### src/rtl/dsp_pkg.sv
// Shared definitions for the accumulator/ALU datapath: opcodes, FSM encoding,
// and the default datapath width.
package dsp_pkg;

    localparam int DSP_WIDTH = 8;

    localparam logic [2:0] OP_NOP  = 3'b000;
    localparam logic [2:0] OP_LOAD = 3'b001;
    localparam logic [2:0] OP_ADD  = 3'b010;
    localparam logic [2:0] OP_SUB  = 3'b011;
    localparam logic [2:0] OP_MUL  = 3'b100;
    localparam logic [2:0] OP_CLR  = 3'b101;

    typedef enum logic [1:0] {
        ST_IDLE     = 2'd0,
        ST_EXEC     = 2'd1,
        ST_MUL_ITER = 2'd2
    } state_t;

endpackage

### src/rtl/add_cin.sv
// WIDTH-bit ripple adder with carry-in and carry-out; shared by ADD, SUB
// and the multiply partial-sum step.
module add_cin #(
    parameter int WIDTH = dsp_pkg::DSP_WIDTH
) (
    input  logic [WIDTH-1:0] a,
    input  logic [WIDTH-1:0] b,
    input  logic             cin,
    output logic [WIDTH-1:0] sum,
    output logic             cout
);

    logic [WIDTH:0] carry;

    assign carry[0] = cin;

    for (genvar gi = 0; gi < WIDTH; gi++) begin : g_bit
        assign sum[gi]      = a[gi] ^ b[gi] ^ carry[gi];
        assign carry[gi+1]  = (a[gi] & b[gi]) | (carry[gi] & (a[gi] ^ b[gi]));
    end

    assign cout = carry[WIDTH];

endmodule

### src/rtl/acc_alu_stage.sv
// Registered accumulator/ALU stage with valid/ready input, one-cycle Done
// pulse and Carry/Zero/Neg/Ovf status flags.
module acc_alu_stage
    import dsp_pkg::*;
#(
    parameter int WIDTH  = DSP_WIDTH,
    parameter bit MUL_EN = 1'b1
) (
    input  logic             clk,
    input  logic             rst_n,
    input  logic             In_valid,
    output logic             In_ready,
    input  logic [2:0]       Op,
    input  logic [WIDTH-1:0] Operand,
    input  logic [WIDTH-1:0] Operand_n,
    output logic [WIDTH-1:0] Acc_out,
    output logic             Carry,
    output logic             Zero,
    output logic             Neg,
    output logic             Ovf,
    output logic             Done
);

    localparam int MSB = WIDTH - 1;
    localparam int CW  = (WIDTH > 1) ? $clog2(WIDTH) : 1;

    state_t             state_reg, state_next;
    logic [2:0]         op_reg, op_next;
    logic [WIDTH-1:0]   opb_reg, opb_next;
    logic [WIDTH-1:0]   opbn_reg, opbn_next;
    logic [WIDTH-1:0]   acc_reg, acc_next;
    logic               carry_reg, carry_next;
    logic               ovf_reg, ovf_next;
    logic               done_reg, done_next;
    logic [2*WIDTH-1:0] prod_reg, prod_next;
    logic [CW-1:0]      cnt_reg, cnt_next;

    logic [WIDTH-1:0]   add_a, add_b, add_sum;
    logic               add_ci, add_co;
    logic [2*WIDTH-1:0] mul_step;

    add_cin #(.WIDTH(WIDTH)) u_add (
        .a    (add_a),
        .b    (add_b),
        .cin  (add_ci),
        .sum  (add_sum),
        .cout (add_co)
    );

    // Adder operand steering: SUB adds the pre-complemented operand plus one;
    // multiply adds the multiplicand into the product high half.
    always_comb begin
        add_a  = acc_reg;
        add_b  = opb_reg;
        add_ci = 1'b0;
        if (state_reg == ST_MUL_ITER) begin
            add_a = prod_reg[2*WIDTH-1:WIDTH];
            add_b = prod_reg[0] ? acc_reg : '0;
        end else if (op_reg == OP_SUB) begin
            add_b  = opbn_reg;
            add_ci = 1'b1;
        end
    end

    // Product low half starts as the multiplier; its LSB selects each add,
    // then the whole register shifts right taking in the adder carry.
    assign mul_step = {add_co, add_sum, prod_reg[WIDTH-1:1]};

    always_comb begin
        state_next = state_reg;
        op_next    = op_reg;
        opb_next   = opb_reg;
        opbn_next  = opbn_reg;
        acc_next   = acc_reg;
        carry_next = carry_reg;
        ovf_next   = ovf_reg;
        done_next  = 1'b0;
        prod_next  = prod_reg;
        cnt_next   = cnt_reg;

        case (state_reg)
            ST_IDLE: begin
                if (In_valid) begin
                    op_next   = Op;
                    opb_next  = Operand;
                    opbn_next = Operand_n;
                    cnt_next  = '0;
                    if (Op == OP_MUL && MUL_EN) begin
                        prod_next  = {{WIDTH{1'b0}}, Operand};
                        state_next = ST_MUL_ITER;
                    end else begin
                        state_next = ST_EXEC;
                    end
                end
            end

            ST_EXEC: begin
                case (op_reg)
                    OP_LOAD: begin
                        acc_next   = opb_reg;
                        carry_next = 1'b0;
                        ovf_next   = 1'b0;
                    end
                    OP_ADD: begin
                        acc_next   = add_sum;
                        carry_next = add_co;
                        ovf_next   = (acc_reg[MSB] == opb_reg[MSB]) &&
                                     (add_sum[MSB] != acc_reg[MSB]);
                    end
                    OP_SUB: begin
                        acc_next   = add_sum;
                        carry_next = add_co;
                        ovf_next   = (acc_reg[MSB] != opb_reg[MSB]) &&
                                     (add_sum[MSB] != acc_reg[MSB]);
                    end
                    OP_CLR: begin
                        acc_next   = '0;
                        carry_next = 1'b0;
                        ovf_next   = 1'b0;
                    end
                    default: begin
                    end
                endcase
                done_next  = 1'b1;
                state_next = ST_IDLE;
            end

            ST_MUL_ITER: begin
                prod_next = mul_step;
                cnt_next  = cnt_reg + CW'(1);
                if (cnt_reg == CW'(WIDTH - 1)) begin
                    acc_next   = mul_step[WIDTH-1:0];
                    carry_next = |mul_step[2*WIDTH-1:WIDTH];
                    ovf_next   = 1'b0;
                    done_next  = 1'b1;
                    state_next = ST_IDLE;
                end
            end

            default: state_next = ST_IDLE;
        endcase
    end

    always_ff @(posedge clk or negedge rst_n) begin
        if (!rst_n) begin
            state_reg <= ST_IDLE;
            op_reg    <= OP_NOP;
            opb_reg   <= '0;
            opbn_reg  <= '0;
            acc_reg   <= '0;
            carry_reg <= 1'b0;
            ovf_reg   <= 1'b0;
            done_reg  <= 1'b0;
            prod_reg  <= '0;
            cnt_reg   <= '0;
        end else begin
            state_reg <= state_next;
            op_reg    <= op_next;
            opb_reg   <= opb_next;
            opbn_reg  <= opbn_next;
            acc_reg   <= acc_next;
            carry_reg <= carry_next;
            ovf_reg   <= ovf_next;
            done_reg  <= done_next;
            prod_reg  <= prod_next;
            cnt_reg   <= cnt_next;
        end
    end

    assign In_ready = (state_reg == ST_IDLE);
    assign Acc_out  = acc_reg;
    assign Carry    = carry_reg;
    assign Zero     = (acc_reg == '0);
    assign Neg      = acc_reg[MSB];
    assign Ovf      = ovf_reg;
    assign Done     = done_reg;

endmodule

### config.mk
export PLATFORM = sky130hd
export DESIGN_NAME = acc_alu_stage
export DESIGN_NICKNAME = d
export VERILOG_FILES = /design/src/rtl/dsp_pkg.sv /design/src/rtl/add_cin.sv /design/src/rtl/acc_alu_stage.sv
export SDC_FILE = /design/constraint.sdc
export NUM_CORES = 1
export LEC_CHECK = 0
export ABC_AREA = 1
export CORE_AREA = 4 4 78 80
export CTS_BUF_LIST = sky130_fd_sc_hd__clkbuf_8 sky130_fd_sc_hd__clkbuf_16
export DETAILED_ROUTE_END_ITERATION = 16
export DIE_AREA = 0 0 82 84
export MAX_ROUTING_LAYER = met4
export PLACE_DENSITY = 0.84
export SYNTH_ARGS = -nofsm -noshare
export SYNTH_HDL_FRONTEND = slang
export SYNTH_SLANG_ARGS = --single-unit
### constraint.sdc
create_clock -name clk -period 6.14 [get_ports clk]
set_input_delay 0.921 -clock clk [delete_from_list [all_inputs] [get_ports clk]]
set_output_delay 0.921 -clock clk [all_outputs]
set_load 0.1 [all_outputs]
==> insert_results.sql, run 1 <==
INSERT INTO impl_metrics (metric_group, metric, value, unit) VALUES
('setup_path', 'critPathBufInv', '1', ''),
('run', 'max-cap-violations', '0', ''),
('setup_path', 'slowest_stage', 'sky130_fd_sc_hd__fa_1', ''),
('global_route', 'first_global_vias', '2520', ''),
('pwr', 'netSwitchingPower', '1.02', 'mW'),
('min_path', 'min_path_type', 'register to register', ''),
('synth', 'synth_top_family_by_area', 'simple AND/OR/NAND/NOR gates', ''),
('sta', 'setup_viol', '0', ''),
('clock_network', 'cts.htree.levels', '2', ''),
('global_route', 'grt_pass1_wl', '12500', 'um'),
('floorplan', 'chipHeight', '84', 'um'),
('sta', 'max_freq', '191', 'MHz'),
('floorplan', 'ioPinCount', '36', ''),
('floorplan', 'start_util', '53.5', '%'),
('synth', 'synth_seq_cells', '51', ''),
('finish', 'finalNetCount', '446', ''),
('finish', 'multiInputGateArea', '1400', 'um2'),
('outcome', 'run_status', 'complete, no violations', ''),
('sta', 'finalClockSkew', '0.00352', 'ns'),
('routing', 'vias_per_cell', '5.42', ''),
('placed_design', 'gp_congestion', '0.965', ''),
('floorplan', 'die-area', '6890', 'um2'),
('clock_network', 'root_buffer', 'sky130_fd_sc_hd__clkbuf_8', ''),
('global_route', 'grt_start_max_net_pins', '52', ''),
('routing', 'detailroute.wirelength.met3', '551', 'um'),
('setup_path', 'critPathArrivalTime', '5.43', 'ns'),
('pwr', 'total_power_per_unit_cell_area', '566', 'nW/um2'),
('sta', 'slew_headroom', '25.0', '%'),
('synth', 'synth_area_per_cell', '7.57', 'um2'),
('routing', 'number_of_vias_after_detailed_routing', '2621', ''),
('sta', 'setup_repair_after_global_routing_missed_its_margin', 'false', ''),
('setup_path', 'cp_capture_type', 'register', ''),
('pwr', 'comb_power_share', '61.2', '%'),
('setup_path', 'cpLargestDelayFamily', 'adder cells', ''),
('global_route', 'global_route.overflow_total', '0', ''),
('pwr', 'sw_frac_of_total', '53.5', '%'),
('sta', 'finalHoldViolCount', '0', ''),
('finish', 'antennaDiodeCount', '0', ''),
('synth', 'yosys.area_share.adder', '7.70', '%'),
('placed_design', 'place.detailed.hpwl', '5470', 'um'),
('clock_network', 'post-cts-setup-buffers', '0', ''),
('setup_path', 'path_common_cell', 'sky130_fd_sc_hd__fa_1', ''),
('synth', 'netlist-cell-type-count', '27', ''),
('pwr', 'max-vdd-ir-drop', '0.326', 'mV'),
('sta', 'worst-slew-pin-transition', '1.13', 'ns'),
('global_route', 'global_route.usage.total', '24.7', '%'),
('clock_network', 'post_cts_resize_count', '0', ''),
('synth', 'synth-compound-area-share', '10.3', '%'),
('synth', 'synth.cell_area', '2890', 'um2'),
('placed_design', 'placedInstanceArea', '3270', 'um2'),
('synth', 'synth-xor-area-share', '0.909', '%'),
('sta', 'timing.final.crit_period', '5.23', 'ns'),
('setup_path', 'crit_type', 'register to register', ''),
('routing', 'drc', '0', ''),
('synth', 'synth.mux.area_fraction', '0', '%'),
('floorplan', 'std_cell_rows', '27', ''),
('synth', 'syn_inst', '382', ''),
('clock_network', 'clock_sink_count', '51', ''),
('setup_path', 'cp_cell_sequence', 'nand2_1 -> nor2_4 -> clkinv_1 -> nor2_1 -> o22ai_1 -> fa_1 -> fa_1 -> fa_1 -> fa_1 -> fa_1 -> fa_1 -> fa_1 -> fa_1 -> nor2_1 -> nand4_1 -> nand2_1 -> nand2_1 -> nand2_1 -> nand2_1', ''),
('pwr', 'power.share.sequential', '28.4', '%'),
('routing', 'drt-met1-wl', '3510', 'um'),
('routing', 'detail_route.first_pass.iterations', '6', ''),
('synth', 'number_of_nets_produced_by_synthesis', '417', ''),
('setup_path', 'delay_of_the_slowest_critical_path_stage', '0.54', 'ns'),
('clock_network', 'holdBufCountCts', '0', ''),
('finish', 'seqCellArea', '1280', 'um2'),
('finish', 'fillerInstances', '504', ''),
('routing', 'highest_layer', 'met4', ''),
('routing', 'met2_wirelength', '3540', 'um'),
('global_route', 'antenna_found_initial', '0', ''),
('finish', 'largest_reg_flops', '16', '');
[final timing paths]
path	startpoint	to	slack, ns	cells after the start
setup / recovery	op_reg[0]$_DFFE_PN0P_	Carry$_DFFE_PN0P_	0.91	19
hold / removal	Ovf$_DFFE_PN0P_	Ovf$_DFFE_PN0P_	0.49	2
setup reg to reg	op_reg[0]$_DFFE_PN0P_	Carry$_DFFE_PN0P_	0.91	19
hold reg to reg	Ovf$_DFFE_PN0P_	Ovf$_DFFE_PN0P_	0.49	2
max in group asynchronous	rst_n	prod_reg[3]$_DFFE_PN0P_	4.63	1
min in group asynchronous	rst_n	prod_reg[7]$_DFFE_PN0P_	0.82	1
[worst register-to-register path, stage by stage, from the launching register on]
cell and delay [ns]:
sky130_fd_sc_hd__dfrtp_1 0.40, sky130_fd_sc_hd__nand2_1 0.10, sky130_fd_sc_hd__nor2_4 0.20, sky130_fd_sc_hd__clkinv_1 0.29, sky130_fd_sc_hd__nor2_1 0.17, sky130_fd_sc_hd__o22ai_1 0.12
sky130_fd_sc_hd__fa_1 0.43, sky130_fd_sc_hd__fa_1 0.40, sky130_fd_sc_hd__fa_1 0.41, sky130_fd_sc_hd__fa_1 0.40, sky130_fd_sc_hd__fa_1 0.39, sky130_fd_sc_hd__fa_1 0.39
sky130_fd_sc_hd__fa_1 0.41, sky130_fd_sc_hd__fa_1 0.54, sky130_fd_sc_hd__nor2_1 0.15, sky130_fd_sc_hd__nand4_1 0.10, sky130_fd_sc_hd__nand2_1 0.06, sky130_fd_sc_hd__nand2_1 0.05
sky130_fd_sc_hd__nand2_1 0.05, sky130_fd_sc_hd__nand2_1 0.05
[cell families after synthesis]
group,Yosys count
flops,51
fa+ha+maj,13
simple gates,205
compound gates,57
xor+xnor,3
buf+inv,53
[metrics by stage]
step / instances / hold WS [ns] / setup WS, ns / utilization, %
after floorplan: 382 / 0.450 / 1.19 / -
after global placement: 476 / 0.480 / 1.11 / 60.6
after detailed placement: 476 / 0.473 / 1.05 / 60.6
after CTS: 484 / 0.496 / 0.952 / 62.2
after global routing: 484 / 0.508 / 0.598 / 62.2
final: 484 / 0.491 / 0.912 / 62.2
[routing by layer]
metal	track usage (%)	vias to the layer above
met2	35.5	110
met5	-	-
met1	34.7	1220
met3	5.08	18
li1	-	1273
met4	8.46	0
[power groups by stage]
stage | clock [mW] | combinational, mW | sequential [mW]
floorplan | 0 | 0.617 | 0.754
detailed placement | 0 | 1.14 | 0.545
global route | 0.215 | 1.27 | 0.554
finish | 0.197 | 1.17 | 0.541
CTS | 0.199 | 1.16 | 0.539
global placement | 0 | 1.14 | 0.540
[cell usage in the layout (no fill, tap or decap), types with 5 or more instances in the layout]
cell type and count:
sky130_fd_sc_hd__nand2_1 130, sky130_fd_sc_hd__ha_1 5, sky130_fd_sc_hd__inv_1 35, sky130_fd_sc_hd__clkbuf_8 5
sky130_fd_sc_hd__o21ai_0 24, sky130_fd_sc_hd__a21oi_1 24, sky130_fd_sc_hd__dfrtp_1 51, sky130_fd_sc_hd__nand3_1 32
sky130_fd_sc_hd__fa_1 8, sky130_fd_sc_hd__o22ai_1 9, sky130_fd_sc_hd__nor2_1 32, sky130_fd_sc_hd__clkdlybuf4s50_1 34
[layout make-up]
class                           count  area share [%]
Inverter                           37            4.13
Multi-Input combinational cell    278            41.7
Clock buffer                        5            2.05
Tap cell                           72            2.68
Timing Repair Buffer               38            10.9
Sequential cell                    51            37.9
Clock inverter                      3           0.595
[synth_stat cells]
master,number,area (um2)
sky130_fd_sc_hd__dfrtp_1,51,1280
sky130_fd_sc_hd__o21ai_0,24,120
sky130_fd_sc_hd__buf_6,1,11.3
sky130_fd_sc_hd__nor2_4,1,11.3
sky130_fd_sc_hd__nand2_1,130,488
sky130_fd_sc_hd__buf_4,1,7.51
sky130_fd_sc_hd__clkbuf_1,10,37.5
sky130_fd_sc_hd__inv_2,1,3.75
sky130_fd_sc_hd__a21oi_1,24,120
sky130_fd_sc_hd__or2_1,1,6.26
sky130_fd_sc_hd__clkinv_1,1,3.75
sky130_fd_sc_hd__nor2_1,32,120
sky130_fd_sc_hd__o22ai_1,9,56.3
sky130_fd_sc_hd__or2_2,1,6.26
sky130_fd_sc_hd__xnor2_1,2,17.5
sky130_fd_sc_hd__nand3_4,1,17.5
sky130_fd_sc_hd__nand3_1,32,160
sky130_fd_sc_hd__nand4_1,2,12.5
sky130_fd_sc_hd__nor3_1,1,5.00
sky130_fd_sc_hd__buf_1,1,3.75
sky130_fd_sc_hd__ha_1,5,62.6
sky130_fd_sc_hd__nor3_2,1,10.0
sky130_fd_sc_hd__xor2_1,1,8.76
sky130_fd_sc_hd__nand2_2,3,18.8
sky130_fd_sc_hd__buf_2,3,15.0
sky130_fd_sc_hd__inv_1,35,131
sky130_fd_sc_hd__fa_1,8,160
No activity file was read; power rests on OpenSTA's default activity.
==> inputs of run 2 (changes only) <==
- clock period: 6.14 -> 5.2 ns (I/O delays scaled with it)
==> insert_results.sql, run 2 (synthesis gave the netlist of run 1 again) <==
INSERT INTO impl_metrics (metric_group, metric, value, unit) VALUES
('outcome', 'run_status', 'complete, no violations', ''),
('setup_path', 'delay_of_the_slowest_critical_path_stage', '0.52', 'ns'),
('min_path', 'hold-path-cell-count', '1', ''),
('setup_path', 'critPathArrivalTime', '5.20', 'ns'),
('sta', 'worst-slew-pin-transition', '0.974', 'ns'),
('routing', 'avgRoutedWirePerCell', '15.0', 'um'),
('setup_path', 'critPathMaxFanout', '11', ''),
('clock_network', 'holdBufCountCts', '0', ''),
('sta', 'finalClockSkew', '0.00590', 'ns'),
('finish', 'antennaDiodeCount', '0', ''),
('sta', 'setup_viol', '0', ''),
('finish', 'drive_above_1_share', '6.68', '%'),
('floorplan', 'ioPinCount', '36', ''),
('pwr', 'max-vdd-ir-drop', '0.461', 'mV'),
('floorplan', 'start_util', '53.5', '%'),
('min_path', 'hold_path_startpoint', 'cnt_reg[0]$_DFFE_PN0P_', ''),
('setup_path', 'startpoint_types', 'register', ''),
('sta', 'setup_repair_after_global_routing_missed_its_margin', 'false', ''),
('finish', 'syn_to_final_growth', '19.0', '%'),
('pwr', 'clockPowerShare', '12.4', '%'),
('sta', 'max_freq', '201', 'MHz'),
('setup_path', 'cp_cell_sequence', 'inv_1 -> ha_2 -> inv_2 -> o21ai_0 -> o22ai_1 -> fa_1 -> fa_1 -> fa_1 -> fa_1 -> fa_1 -> fa_1 -> fa_1 -> fa_1 -> xnor2_1 -> nor2_1 -> nand3_1 -> o21ai_0', ''),
('setup_path', 'timing.critical_path.required', '5.43', 'ns'),
('pwr', 'total_power_per_unit_cell_area', '654', 'nW/um2'),
('routing', 'vias_per_cell', '5.43', ''),
('floorplan', 'die-area', '6890', 'um2'),
('finish', 'largest_reg_flops', '16', ''),
('clock_network', 'tritoncts', 'built', ''),
('routing', 'dr.first_iter.drc_count', '232', ''),
('setup_path', 'regToRegStartpoint', 'state_reg[0]$_DFFE_PN0P_', ''),
('clock_network', 'clock_latency_on_the_worst_skew_pair', '0.31', 'ns'),
('floorplan', 'fp.coreArea', '5410', 'um2'),
('global_route', 'grt_pass1_wl', '12700', 'um'),
('pwr', 'sw_frac_of_total', '51.3', '%'),
('clock_network', 'root_buffer', 'sky130_fd_sc_hd__clkbuf_8', ''),
('finish', 'leading_cell_type_in_the_layout_fill_and_taps_excluded', 'sky130_fd_sc_hd__nand2_1', ''),
('clock_network', 'cts_inserted_buffers', '5', ''),
('setup_path', 'cpLargestDelayFamily', 'adder cells', ''),
('setup_path', 'r2r.worst_path.cells', '17', ''),
('routing', 'wirelength', '7380', 'um'),
('setup_path', 'crit_type', 'register to register', ''),
('setup_path', 'cp_capture_type', 'register', ''),
('floorplan', 'horizontal_die_dimension', '82', 'um'),
('setup_path', 'rr_endpoint', 'Ovf$_DFFE_PN0P_', ''),
('clock_network', 'clock_path_buffers', '2', ''),
('setup_path', 'slowest_stage', 'sky130_fd_sc_hd__fa_1', ''),
('placed_design', 'preCtsSetupSlack', '0.211', 'ns'),
('placed_design', 'place.detailed.hpwl', '5190', 'um'),
('finish', 'most-common-layout-cells', '130 x sky130_fd_sc_hd__nand2_1, 51 x sky130_fd_sc_hd__dfrtp_1, 35 x sky130_fd_sc_hd__inv_1', ''),
('routing', 'detail_route.first_pass.iterations', '7', ''),
('global_route', 'grt_start_max_net_pins', '52', ''),
('setup_path', 'path_common_cell', 'sky130_fd_sc_hd__fa_1', ''),
('min_path', 'hold_end', 'cnt_reg[0]$_DFFE_PN0P_', ''),
('sta', 'share_of_the_clock_period_used_by_the_worst_path_after_layout', '95.6', '%'),
('placed_design', 'placement.io_buffers', '35', ''),
('sta', 'slew_viol_final', '0', ''),
('pwr', 'p_leak', '1.82', 'nW'),
('sta', 'slew_headroom', '34.8', '%'),
('pwr', 'comb_power_share', '59.2', '%'),
('sta', 'totalNegativeSetupSlack', '0', 'ns'),
('pwr', 'intPower', '1.09', 'mW'),
('finish', 'fillerInstances', '473', ''),
('finish', 'finalNetCount', '453', ''),
('clock_network', 'cts.htree.levels', '2', ''),
('setup_path', 'critPathBufInv', '2', ''),
('floorplan', 'std_cell_rows', '27', ''),
('clock_network', 'clkSlewWorstSetupHoldPaths', '0.09', 'ns'),
('routing', 'drtAntennaViolNets', '0', ''),
('global_route', 'global_route.overflow_total', '0', ''),
('global_route', 'first_global_vias', '2654', ''),
('floorplan', 'chipHeight', '84', 'um'),
('run', 'max-cap-violations', '0', ''),
('sta', 'setup_slack', '0.228', 'ns'),
('setup_path', 'r2r_slack', '0.23', 'ns'),
('placed_design', 'gp_congestion', '0.908', ''),
('routing', 'drc', '0', ''),
('routing', 'number_of_vias_after_detailed_routing', '2664', ''),
('min_path', 'min_path_type', 'register to register', ''),
('global_route', 'antenna_found_initial', '0', ''),
('global_route', 'global_route.usage.total', '24.3', '%'),
('sta', 'timing.final.crit_period', '4.97', 'ns'),
('sta', 'finalHoldViolCount', '0', ''),
('pwr', 'power.share.sequential', '28.3', '%'),
('pwr', 'netSwitchingPower', '1.16', 'mW'),
('clock_network', 'clock_sink_count', '51', '');
==> run 2: cell types whose count changed in the layout (fill, tap and decap cells not counted), sizes merged <==
cell      previous run  this run
clkinv               2         3
bufinv               0         1
buf                  4        11
clkinvlp             2         0
==> run 2: how the worst max path moves through the flow <==
stage | startpoint | endpoint | cells past startpoint
floorplan | state_reg[0]$_DFFE_PN0P_ | Ovf$_DFFE_PN0P_ | 17
global placement | state_reg[0]$_DFFE_PN0P_ | Carry$_DFFE_PN0P_ | 19
detailed placement | state_reg[0]$_DFFE_PN0P_ | Ovf$_DFFE_PN0P_ | 15
CTS | state_reg[0]$_DFFE_PN0P_ | Ovf$_DFFE_PN0P_ | 15
global route | state_reg[0]$_DFFE_PN0P_ | Carry$_DFFE_PN0P_ | 19
finish | state_reg[0]$_DFFE_PN0P_ | Ovf$_DFFE_PN0P_ | 17
==> run 2: power by group through the flow <==
stage,logic (mW),clock network (mW),registers [mW]
detailed placement,1.31,0,0.640
CTS,1.32,0.286,0.635
finish,1.33,0.280,0.638
global route,1.47,0.305,0.650
global placement,1.28,0,0.636
floorplan,0.728,0,0.890
==> run 2: timing repair <==
item | 4_1_cts | 5_1_grt
resized for setup | 0 | 1
buffers inserted | 0 | 2
setup endpoints to repair | 0 | 3
==> run 2: metrics by stage <==
stage	area, um2	cells	hold slack [ns]	power, mW	util (%)
CTS	3420	489	0.508	2.24	63.4
detailed placement	3310	481	0.484	1.95	61.3
global route	3440	491	0.527	2.43	63.7
floorplan	2890	382	0.450	1.62	-
finish	3440	491	0.503	2.25	63.7
global placement	3310	481	0.472	1.92	61.3
==> run 2: cell type report <==
| cell class | count | area [um2] | share of cell area (%) |
|---|---|---|---|
| flip-flops and latches | 51 | 1280 | 37.1 |
| repair buffers | 45 | 420 | 12.2 |
| clock inverters | 3 | 43.8 | 1.27 |
| well taps | 72 | 90.1 | 2.62 |
| multi-input cells | 278 | 1400 | 40.8 |
| inverters | 37 | 139 | 4.03 |
| clock buffers | 5 | 68.8 | 2.00 |
==> run 2: routing by layer <==
layer  GRT usage (%)  share of wire, %  vias up
met5               -                 0        -
met4            7.85               1.7        0
met3            6.16               8.6       14
met2            36.1                47      129
met1            32.4                42     1240
li1                -                 -     1281
==> run 2: worst register-to-register path, cell delays in order (launching register included) <==
cell and delay [ns]:
sky130_fd_sc_hd__dfrtp_1 0.41, sky130_fd_sc_hd__inv_1 0.12, sky130_fd_sc_hd__ha_2 0.32, sky130_fd_sc_hd__inv_2 0.06, sky130_fd_sc_hd__o21ai_0 0.07, sky130_fd_sc_hd__o22ai_1 0.11
sky130_fd_sc_hd__fa_1 0.41, sky130_fd_sc_hd__fa_1 0.41, sky130_fd_sc_hd__fa_1 0.41, sky130_fd_sc_hd__fa_1 0.39, sky130_fd_sc_hd__fa_1 0.40, sky130_fd_sc_hd__fa_1 0.39
sky130_fd_sc_hd__fa_1 0.40, sky130_fd_sc_hd__fa_1 0.52, sky130_fd_sc_hd__xnor2_1 0.15, sky130_fd_sc_hd__nor2_1 0.09, sky130_fd_sc_hd__nand3_1 0.07, sky130_fd_sc_hd__o21ai_0 0.15
